$ cat src/rtl/counter_arbiter.sv
// counter_arbiter
//   Shares one interval counter between NREQ requesters. A requester holds
//   req[i] high; the block arbitrates in IDLE, runs the count in RUN
//   (count 0..target, where target is the winner's load_val slice latched at
//   grant time), then pulses done[winner] for one cycle in DONE. Dropping
//   req[winner] during RUN aborts the count with no done pulse.
//
//   Arbitration is round robin by default. Defining COUNTER_ARB_FIXED_PRIO_EN
//   builds fixed priority instead (lowest asserted index wins, no pointer).
//
// Ports:
//   clk       in   rising-edge clock
//   rst_n     in   asynchronous active-low reset
//   req       in   [NREQ]        level request per requester
//   load_val  in   [NREQ*WIDTH]  interval per requester, slice i at [i*WIDTH +: WIDTH]
//   gnt       out  [NREQ]        one-hot grant, high during RUN
//   active    out                counter enable, high during RUN
//   count     out  [WIDTH]       current count value
//   done      out  [NREQ]        one-cycle completion pulse to the winner
//   busy      out                high whenever not IDLE
//
// Every output comes straight from a register; there is no combinational
// path from req or load_val to any output.

module counter_arbiter #(
    parameter int NREQ  = 4,
    parameter int WIDTH = 8
) (
    input  logic                    clk,
    input  logic                    rst_n,
    input  logic [NREQ-1:0]         req,
    input  logic [NREQ*WIDTH-1:0]   load_val,
    output logic [NREQ-1:0]         gnt,
    output logic                    active,
    output logic [WIDTH-1:0]        count,
    output logic [NREQ-1:0]         done,
    output logic                    busy
);

    localparam int IW = (NREQ > 1) ? $clog2(NREQ) : 1;

    typedef enum logic [1:0] {
        S_IDLE,
        S_RUN,
        S_DONE
    } state_t;

    state_t             r_state;
    logic [NREQ-1:0]    r_gnt;
    logic [NREQ-1:0]    r_done;
    logic               r_active;
    logic               r_busy;
    logic [WIDTH-1:0]   r_count;
    logic [WIDTH-1:0]   r_target;

    logic [IW-1:0]      w_win;
    logic [WIDTH-1:0]   w_load;
    logic               w_start;
    logic               w_hold;

    function automatic logic [NREQ-1:0] f_onehot(input logic [IW-1:0] idx);
        logic [NREQ-1:0] oh;
        oh = '0;
        for (int i = 0; i < NREQ; i++) begin
            oh[i] = (idx == IW'(i));
        end
        return oh;
    endfunction

`ifdef COUNTER_ARB_FIXED_PRIO_EN
    function automatic logic [IW-1:0] f_fixed_pick(input logic [NREQ-1:0] rq);
        logic [IW-1:0] pick;
        pick = '0;
        // Scan downwards so the lowest asserted index is written last.
        for (int i = NREQ - 1; i >= 0; i--) begin
            if (rq[i]) pick = IW'(i);
        end
        return pick;
    endfunction

    assign w_win = f_fixed_pick(req);
`else
    logic [IW-1:0] r_ptr;

    function automatic logic [IW-1:0] f_rr_pick(input logic [NREQ-1:0] rq,
                                                input logic [IW-1:0]   ptr);
        logic [2*NREQ-1:0] dbl;
        logic [IW-1:0]     off;
        logic [IW:0]       sum;
        // Rotate so the pointer position lands at bit 0, then find the
        // first set bit and map the offset back to an absolute index.
        dbl = {rq, rq} >> ptr;
        off = '0;
        for (int i = NREQ - 1; i >= 0; i--) begin
            if (dbl[i]) off = IW'(i);
        end
        sum = {1'b0, ptr} + {1'b0, off};
        if (sum >= (IW+1)'(NREQ)) sum = sum - (IW+1)'(NREQ);
        return sum[IW-1:0];
    endfunction

    function automatic logic [IW-1:0] f_next_idx(input logic [IW-1:0] idx);
        return (idx == IW'(NREQ - 1)) ? '0 : idx + IW'(1);
    endfunction

    assign w_win = f_rr_pick(req, r_ptr);

    // Pointer moves past the winner on every grant, including grants that
    // are later aborted.
    always_ff @(posedge clk or negedge rst_n) begin
        if (!rst_n) begin
            r_ptr <= '0;
        end else if (w_start) begin
            r_ptr <= f_next_idx(w_win);
        end
    end
`endif

    always_comb begin
        w_load = '0;
        for (int i = 0; i < NREQ; i++) begin
            if (w_win == IW'(i)) w_load = load_val[i*WIDTH +: WIDTH];
        end
    end

    assign w_start = (r_state == S_IDLE) && (|req);
    // r_gnt is the one-hot winner during RUN, so this is req[winner].
    assign w_hold  = |(req & r_gnt);

    // Target is pure data: captured only on the IDLE->RUN edge, no reset.
    always_ff @(posedge clk) begin
        if (w_start) begin
            r_target <= w_load;
        end
    end

    always_ff @(posedge clk or negedge rst_n) begin
        if (!rst_n) begin
            r_state  <= S_IDLE;
            r_gnt    <= '0;
            r_done   <= '0;
            r_active <= 1'b0;
            r_busy   <= 1'b0;
            r_count  <= '0;
        end else begin
            r_done <= '0;
            case (r_state)
                S_IDLE: begin
                    if (|req) begin
                        r_state  <= S_RUN;
                        r_gnt    <= f_onehot(w_win);
                        r_active <= 1'b1;
                        r_busy   <= 1'b1;
                        r_count  <= '0;
                    end
                end
                S_RUN: begin
                    if (!w_hold) begin
                        // Abort: count holds, no done pulse.
                        r_state  <= S_IDLE;
                        r_gnt    <= '0;
                        r_active <= 1'b0;
                        r_busy   <= 1'b0;
                    end else if (r_count == r_target) begin
                        r_state  <= S_DONE;
                        r_done   <= r_gnt;
                        r_gnt    <= '0;
                        r_active <= 1'b0;
                    end else begin
                        r_count <= r_count + WIDTH'(1);
                    end
                end
                S_DONE: begin
                    r_state <= S_IDLE;
                    r_busy  <= 1'b0;
                end
                default: begin
                    r_state  <= S_IDLE;
                    r_gnt    <= '0;
                    r_active <= 1'b0;
                    r_busy   <= 1'b0;
                end
            endcase
        end
    end

    assign gnt    = r_gnt;
    assign active = r_active;
    assign count  = r_count;
    assign done   = r_done;
    assign busy   = r_busy;

endmodule

$ cat config.mk
export PLATFORM = sky130hd
export DESIGN_NAME = counter_arbiter
export DESIGN_NICKNAME = d
export VERILOG_FILES = /design/src/rtl/counter_arbiter.sv
export SDC_FILE = /design/constraint.sdc
export NUM_CORES = 1
export LEC_CHECK = 0
export ABC_CLOCK_PERIOD_IN_PS = 3600
export CORE_MARGIN = 1
export CORE_UTILIZATION = 48
export CTS_BUF_LIST = sky130_fd_sc_hd__clkbuf_4
export DETAILED_ROUTE_END_ITERATION = 10
export PLACE_DENSITY = 0.92
export SETUP_SLACK_MARGIN = 0.2
export SYNTH_ARGS = -nofsm -noshare
export SYNTH_HDL_FRONTEND = slang
export SYNTH_SLANG_ARGS = --single-unit
$ cat constraint.sdc
create_clock -name clk -period 3.6 [get_ports clk]
set_input_delay 0.72 -clock clk [delete_from_list [all_inputs] [get_ports clk]]
set_output_delay 0.72 -clock clk [all_outputs]
set_load 0.01 [all_outputs]
; Word level (Yosys, flattened, before mapping)
; Cells that the tools add are included.
[word_totals]
regBits = 30
out_inout_bits = 18
word_cells = 68
in_bits = 38
[classes]
reduce_logical = 10
eq_ne = 11
add_sub_neg = 4
n_lt_le_gt_ge = 1
n_bitwise = 2
shift = 1
muxes = 31
[ops]
columns = op, n
row1 = $mux 8, 7
row2 = $mux 4, 6
row3 = $mux 2, 9
row4 = $pmux 8 s2, 1
row5 = $pmux 4 s3, 1
row6 = $add 8x1->8 const B, 1
row7 = $eq 8x8->1, 1
row8 = $reduce_or 4->1, 2
row9 = $shr 8x2->4, 1
row10 = $eq 2x2->1 const B, 3
row11 = $ne 2x2->1 const B, 3
row12 = $and 4x4->4, 1
row13 = $eq 2x1->1 const B, 2
row14 = $logic_not 2->1, 2
row15 = $mux 1, 4
row16 = $pmux 2 s2, 1
row17 = $reduce_and 2->1, 2
row18 = $reduce_and 4->1, 1
row19 = $add 2x2->3, 1
row20 = $ge 3x3->1 const B, 1
row21 = $ne 3x3->1 const B, 1
row22 = $pmux 1 s3, 1
row23 = $reduce_and 3->1, 1
row24 = $add 2x1->2 const B, 1
row25 = other kinds (6), 6

; Logic depth before layout (Yosys ltp)
[logic_depth]
word_depth = 13
depth_mapped = 15
depth_no_buf = 13

; Worst setup path after synthesis
; No wires, ideal clock.
[synth_path]
path_kind = input-to-reg
from = input port req[2]
to = register r_target[5], data pin
setup_slack_ps = 548
required_time_ps = 3331
setup_time_ps = 269
t_arrival_ps = 2783
cell_stages = 14
path_buffers = 3
path_cell_list = buf_4 -> nor2b_1 -> a21oi_1 -> o22ai_1 -> o21a_1 -> ha_1 -> xor2_1 -> xor2_1 -> ha_1 -> clkbuf_1 -> clkbuf_1 -> nor2_1 -> a21oi_1 -> o21ai_0
[synth_via]
elab_chain_len = 13
elab_cells_between_ends = 17
cone_classes = add/sub: 2 / order compare: 1 / eq/ne: 3 / shift: 1 / mux: 9 / reduce/logical: 1
[synth_rtl]
columns = item, line
row1 = "start, declared", 31  ; input logic [NREQ-1:0] req,
row2 = $shr 8x2->4 (*), 92  ; dbl = {rq, rq} >> ptr;
row3 = $mux 2 (3 in a row), 95  ; if (dbl[i]) off = IW'(i);
row4 = $mux 2 (*), 95
row5 = $add 2x2->3 (*), 97  ; sum = {1'b0, ptr} + {1'b0, off};
row6 = $ge 3x3->1 / $sub 2x1->2 (equally long branches), 98  ; if (sum >= (IW+1)'(NREQ)) sum = sum - (IW+1)'(NREQ);
row7 = $mux 2 (*), 98
row8 = $logic_not 2->1, 122  ; if (w_win == IW'(i)) w_load = load_val[i*WIDTH +: WIDTH];
row9 = $mux 8 (3 in a row), 122
row10 = $mux 8 (*), 122
row11 = named net w_load[5], 57  ; logic [WIDTH-1:0] w_load;
row12 = "end signal, assigned", 133  ; r_target <= w_load;
row13 = "end, declared", 54  ; logic [WIDTH-1:0] r_target;
; The timed path passes the listed nets; every way through them passes the cells marked *.
; A chain may end at the register's enable or synchronous reset.

; Final worst setup path
[layout_path]
from = input port req[0]
to = register r_target[4], data pin
; The elaborated chain is that of the path after synthesis.

==> impl_metrics.py <==
metrics = {
    "worst_hold_path": {
        "hold_path.class": "reg -> reg",
        "hp-start": "count[7]$_DFFE_PN0P_",
    },
    "route": {
        "wl_per_cell_um": 12.9,
        "vias": 1574,
        "drcViolationCount": 0,
        "dr.pass1.iters": 4,
        "drt_iter0_drc": 46,
        "wl_um": 3790,
        "drt-vias-per-instance": 5.35,
        "ant_nets": 0,
    },
    "timing": {
        "skew_ns": 0.00672,
        "finalHoldViolations": 0,
        "setup_violations": 0,
        "final.min_clock_period_ns": 3.09,
        "fin_crit_sh_pct": 85.7,
        "worst_pin_slew_ns": 0.911,
        "final_max_slew_viol_count": 0,
        "maxSlewHeadroom_pct": 39.1,
        "max_freq_mhz": 324,
        "rsz0062_at_grt": "false",
    },
    "yosys": {
        "postSynth.asyncResetShare_pct": 73.3,
        "synth_edf_count": 8,
        "synth_cell_types": 39,
        "synth.avg_cell_area_um2": 9.54,
        "ys.flop_type": "dfrtp_1",
        "yosys_warnings": 0,
        "syn-instance-count": 186,
        "syn_nets": 230,
        "synth_area_um2": 1770,
        "ys_ff_latch": 30,
        "ys_seq_area_share_pct": 44.6,
    },
    "critical_path": {
        "startpoint_type": "input port",
        "setup.worst_path.start": "req[0]",
        "path_max_fanout": 7,
        "worstReg2RegStart": "r_ptr[1]$_DFFE_PN0P_",
        "arrival_ns": 3.16,
        "critical_path_required_ns": 3.68,
        "end_kind": "register",
        "crit_type": "in -> reg",
    },
    "grt": {
        "grt_max_degree": 23,
        "grt.overflow.total": 0,
        "track_usage_pct": 21.5,
        "grt_antenna_before_repair": 0,
        "grt_pass1_wl_um": 6560,
        "grt_pass1_vias": 1506,
    },
    "placed_design": {
        "post-dp-hpwl_um": 2970,
        "io_buffers": 55,
        "gp_congestion": 0.785,
        "place_inst": 287,
        "post_dp_cell_area_um2": 2410,
    },
    "clocking": {
        "htree_levels": 2,
        "cts_tree": "yes",
        "numCtsBuffers": 5,
        "root_buffer": "clkbuf_4",
        "clkLatencyLatePin_ns": 0.33,
        "cts.sinks": 30,
        "clk_pin_slew_worst_paths_ns": 0.08,
        "cts_hold_buf": 0,
        "cts_resized": 0,
        "cts_buffer_depth": 2,
        "post_cts_buffers": 0,
    },
    "cells_and_area": {
        "layout-drive-gt1-share_pct": 9.27,
        "area_growth_pct": 39.1,
        "post-route-util_pct": 71.7,
        "layout.nets": 292,
        "final_cell_mix": "clkdlybuf4s50_1 (53), nor2_1 (22), dfrtp_1 (22)",
        "mostFrequentLayoutCell": "clkdlybuf4s50_1",
        "antenna_cells": 0,
        "stdcell_count": 294,
        "finalInstanceArea_um2": 2470,
    },
    "pwr": {
        "power_frac_comb_pct": 59.5,
        "power.share.switching_pct": 42.7,
        "p_seq_share_pct": 30.9,
        "switching_power_uw": 801,
        "p_int_uw": 1070,
        "pwr_density_cell_nw_per_um2": 760,
        "leakage_uw": 0.00102,
        "p_total_uw": 1880,
        "worst_ir_drop_vdd_mv": 0.543,
        "clkPwrFrac_pct": 9.6,
    },
    "floorplan": {
        "die_width_um": 62.8,
        "io_pins": 56,
        "initial_core_util_pct": 51.5,
        "dieArea_um2": 3940,
        "fp.dieH_um": 62.8,
        "fp-row-count": 21,
        "core_area_um2": 3440,
    },
    "job": {
        "cap_violations": 0,
    },
    "run_status": {
        "status": "complete, no violations",
    },
}
-- final timing paths --
check / end / slack (ns) / cells past startpoint
worst max register to register: r_target[4]$_DFFE_PP_ / 0.83 / 14
worst min register to register: count[7]$_DFFE_PN0P_ / 0.55 / 1
min in group asynchronous: count[5]$_DFFE_PN0P_ / 0.90 / 1
worst min-delay path: count[7]$_DFFE_PN0P_ / 0.55 / 1
worst max-delay path: r_target[4]$_DFFE_PP_ / 0.51 / 15
max in group asynchronous: count[6]$_DFFE_PN0P_ / 2.14 / 1
-- layout make-up --
type	instances	area, um^2
Clock inverter	1	3.75
Fill cell	260	973
Timing Repair Buffer	63	616
Inverter	7	26.3
Sequential cell	30	791
Multi-Input combinational cell	141	930
Tap cell	46	57.6
Clock buffer	6	45.0
-- cell families (layout without fill, tap and decap cells) --
group,after synthesis,after routing,share of synthesized area [%]
buffers and inverters,15,77,3.46
AO/OA/AOI/OAI,57,57,21.8
flip-flops,30,30,44.6
adder cells (fa/ha/maj),6,6,4.23
multiplexers,6,6,3.46
AND/OR/NAND/NOR,61,61,17.1
XOR/XNOR,11,11,5.43
-- routing by layer --
layer  GRT usage [%]  up-vias  wire length (um)
met5               0        -                 0
met4            10.8        0                67
met3            3.65        6               191
met2            37.8       54              1890
met1            25.1      727              1640
li1                -      787                 -
-- flip-flops by register name, summed over array words and instances, names as in the netlist --
signal	flops
count	8
r_target	8
done	4
gnt	4
r_ptr	2
r_state	2
active	1
busy	1
-- worst max-delay path, cell delays in order --
cell             delay [ns]
clkdlybuf4s50_1        0.47
inv_1                  0.05
a2bb2oi_1              0.12
o221ai_1               0.18
o21a_1                 0.15
ha_1                   0.17
xor2_2                 0.21
xnor2_1                0.13
ha_1                   0.24
nor2b_1                0.14
buf_4                  0.15
a22oi_1                0.15
nor2_1                 0.06
a21oi_1                0.11
o21ai_0                0.10
-- synthesized netlist by cell type, types with 2 or more instances --
cell	count	share of area, %
dfrtp_1	22	31
nor2_1	22	4.7
nand2_1	15	3.2
a21oi_1	14	3.9
o21ai_0	10	2.8
a22oi_1	9	3.8
o21ai_1	9	2.5
xnor2_1	9	4.4
edfxtp_1	8	14
inv_1	7	1.5
clkbuf_1	6	1.3
ha_1	6	4.2
and3_1	5	1.8
mux2i_1	5	2.8
nand2b_1	5	1.8
nand3_1	3	0.85
nor2b_1	3	1.1
o31ai_1	3	1.3
a31oi_1	2	0.71
and2_1	2	0.71
nand4_1	2	0.71
xor2_1	2	0.99
-- power by group through the flow --
stage                     Combinational (uW)  Sequential, uW  Clock, uW
after CTS                               1110             577        184
after detailed placement                1100             585          0
after global placement                  1050             582          0
final                                   1120             580        180
after global routing                    1250             594        198
after floorplan                          776             577          0
-- metrics by stage --
stage	worst slack [ns]	hold slack, ns	setup TNS (ns)
floorplan	0.548	0.424	0
global placement	0.137	0.507	0
detailed placement	-0.0127	0.536	-0.0127
CTS	0.337	0.547	0
global route	0.278	0.578	0
finish	0.514	0.546	0
Note: power is estimated with default switching activity, not from simulation.
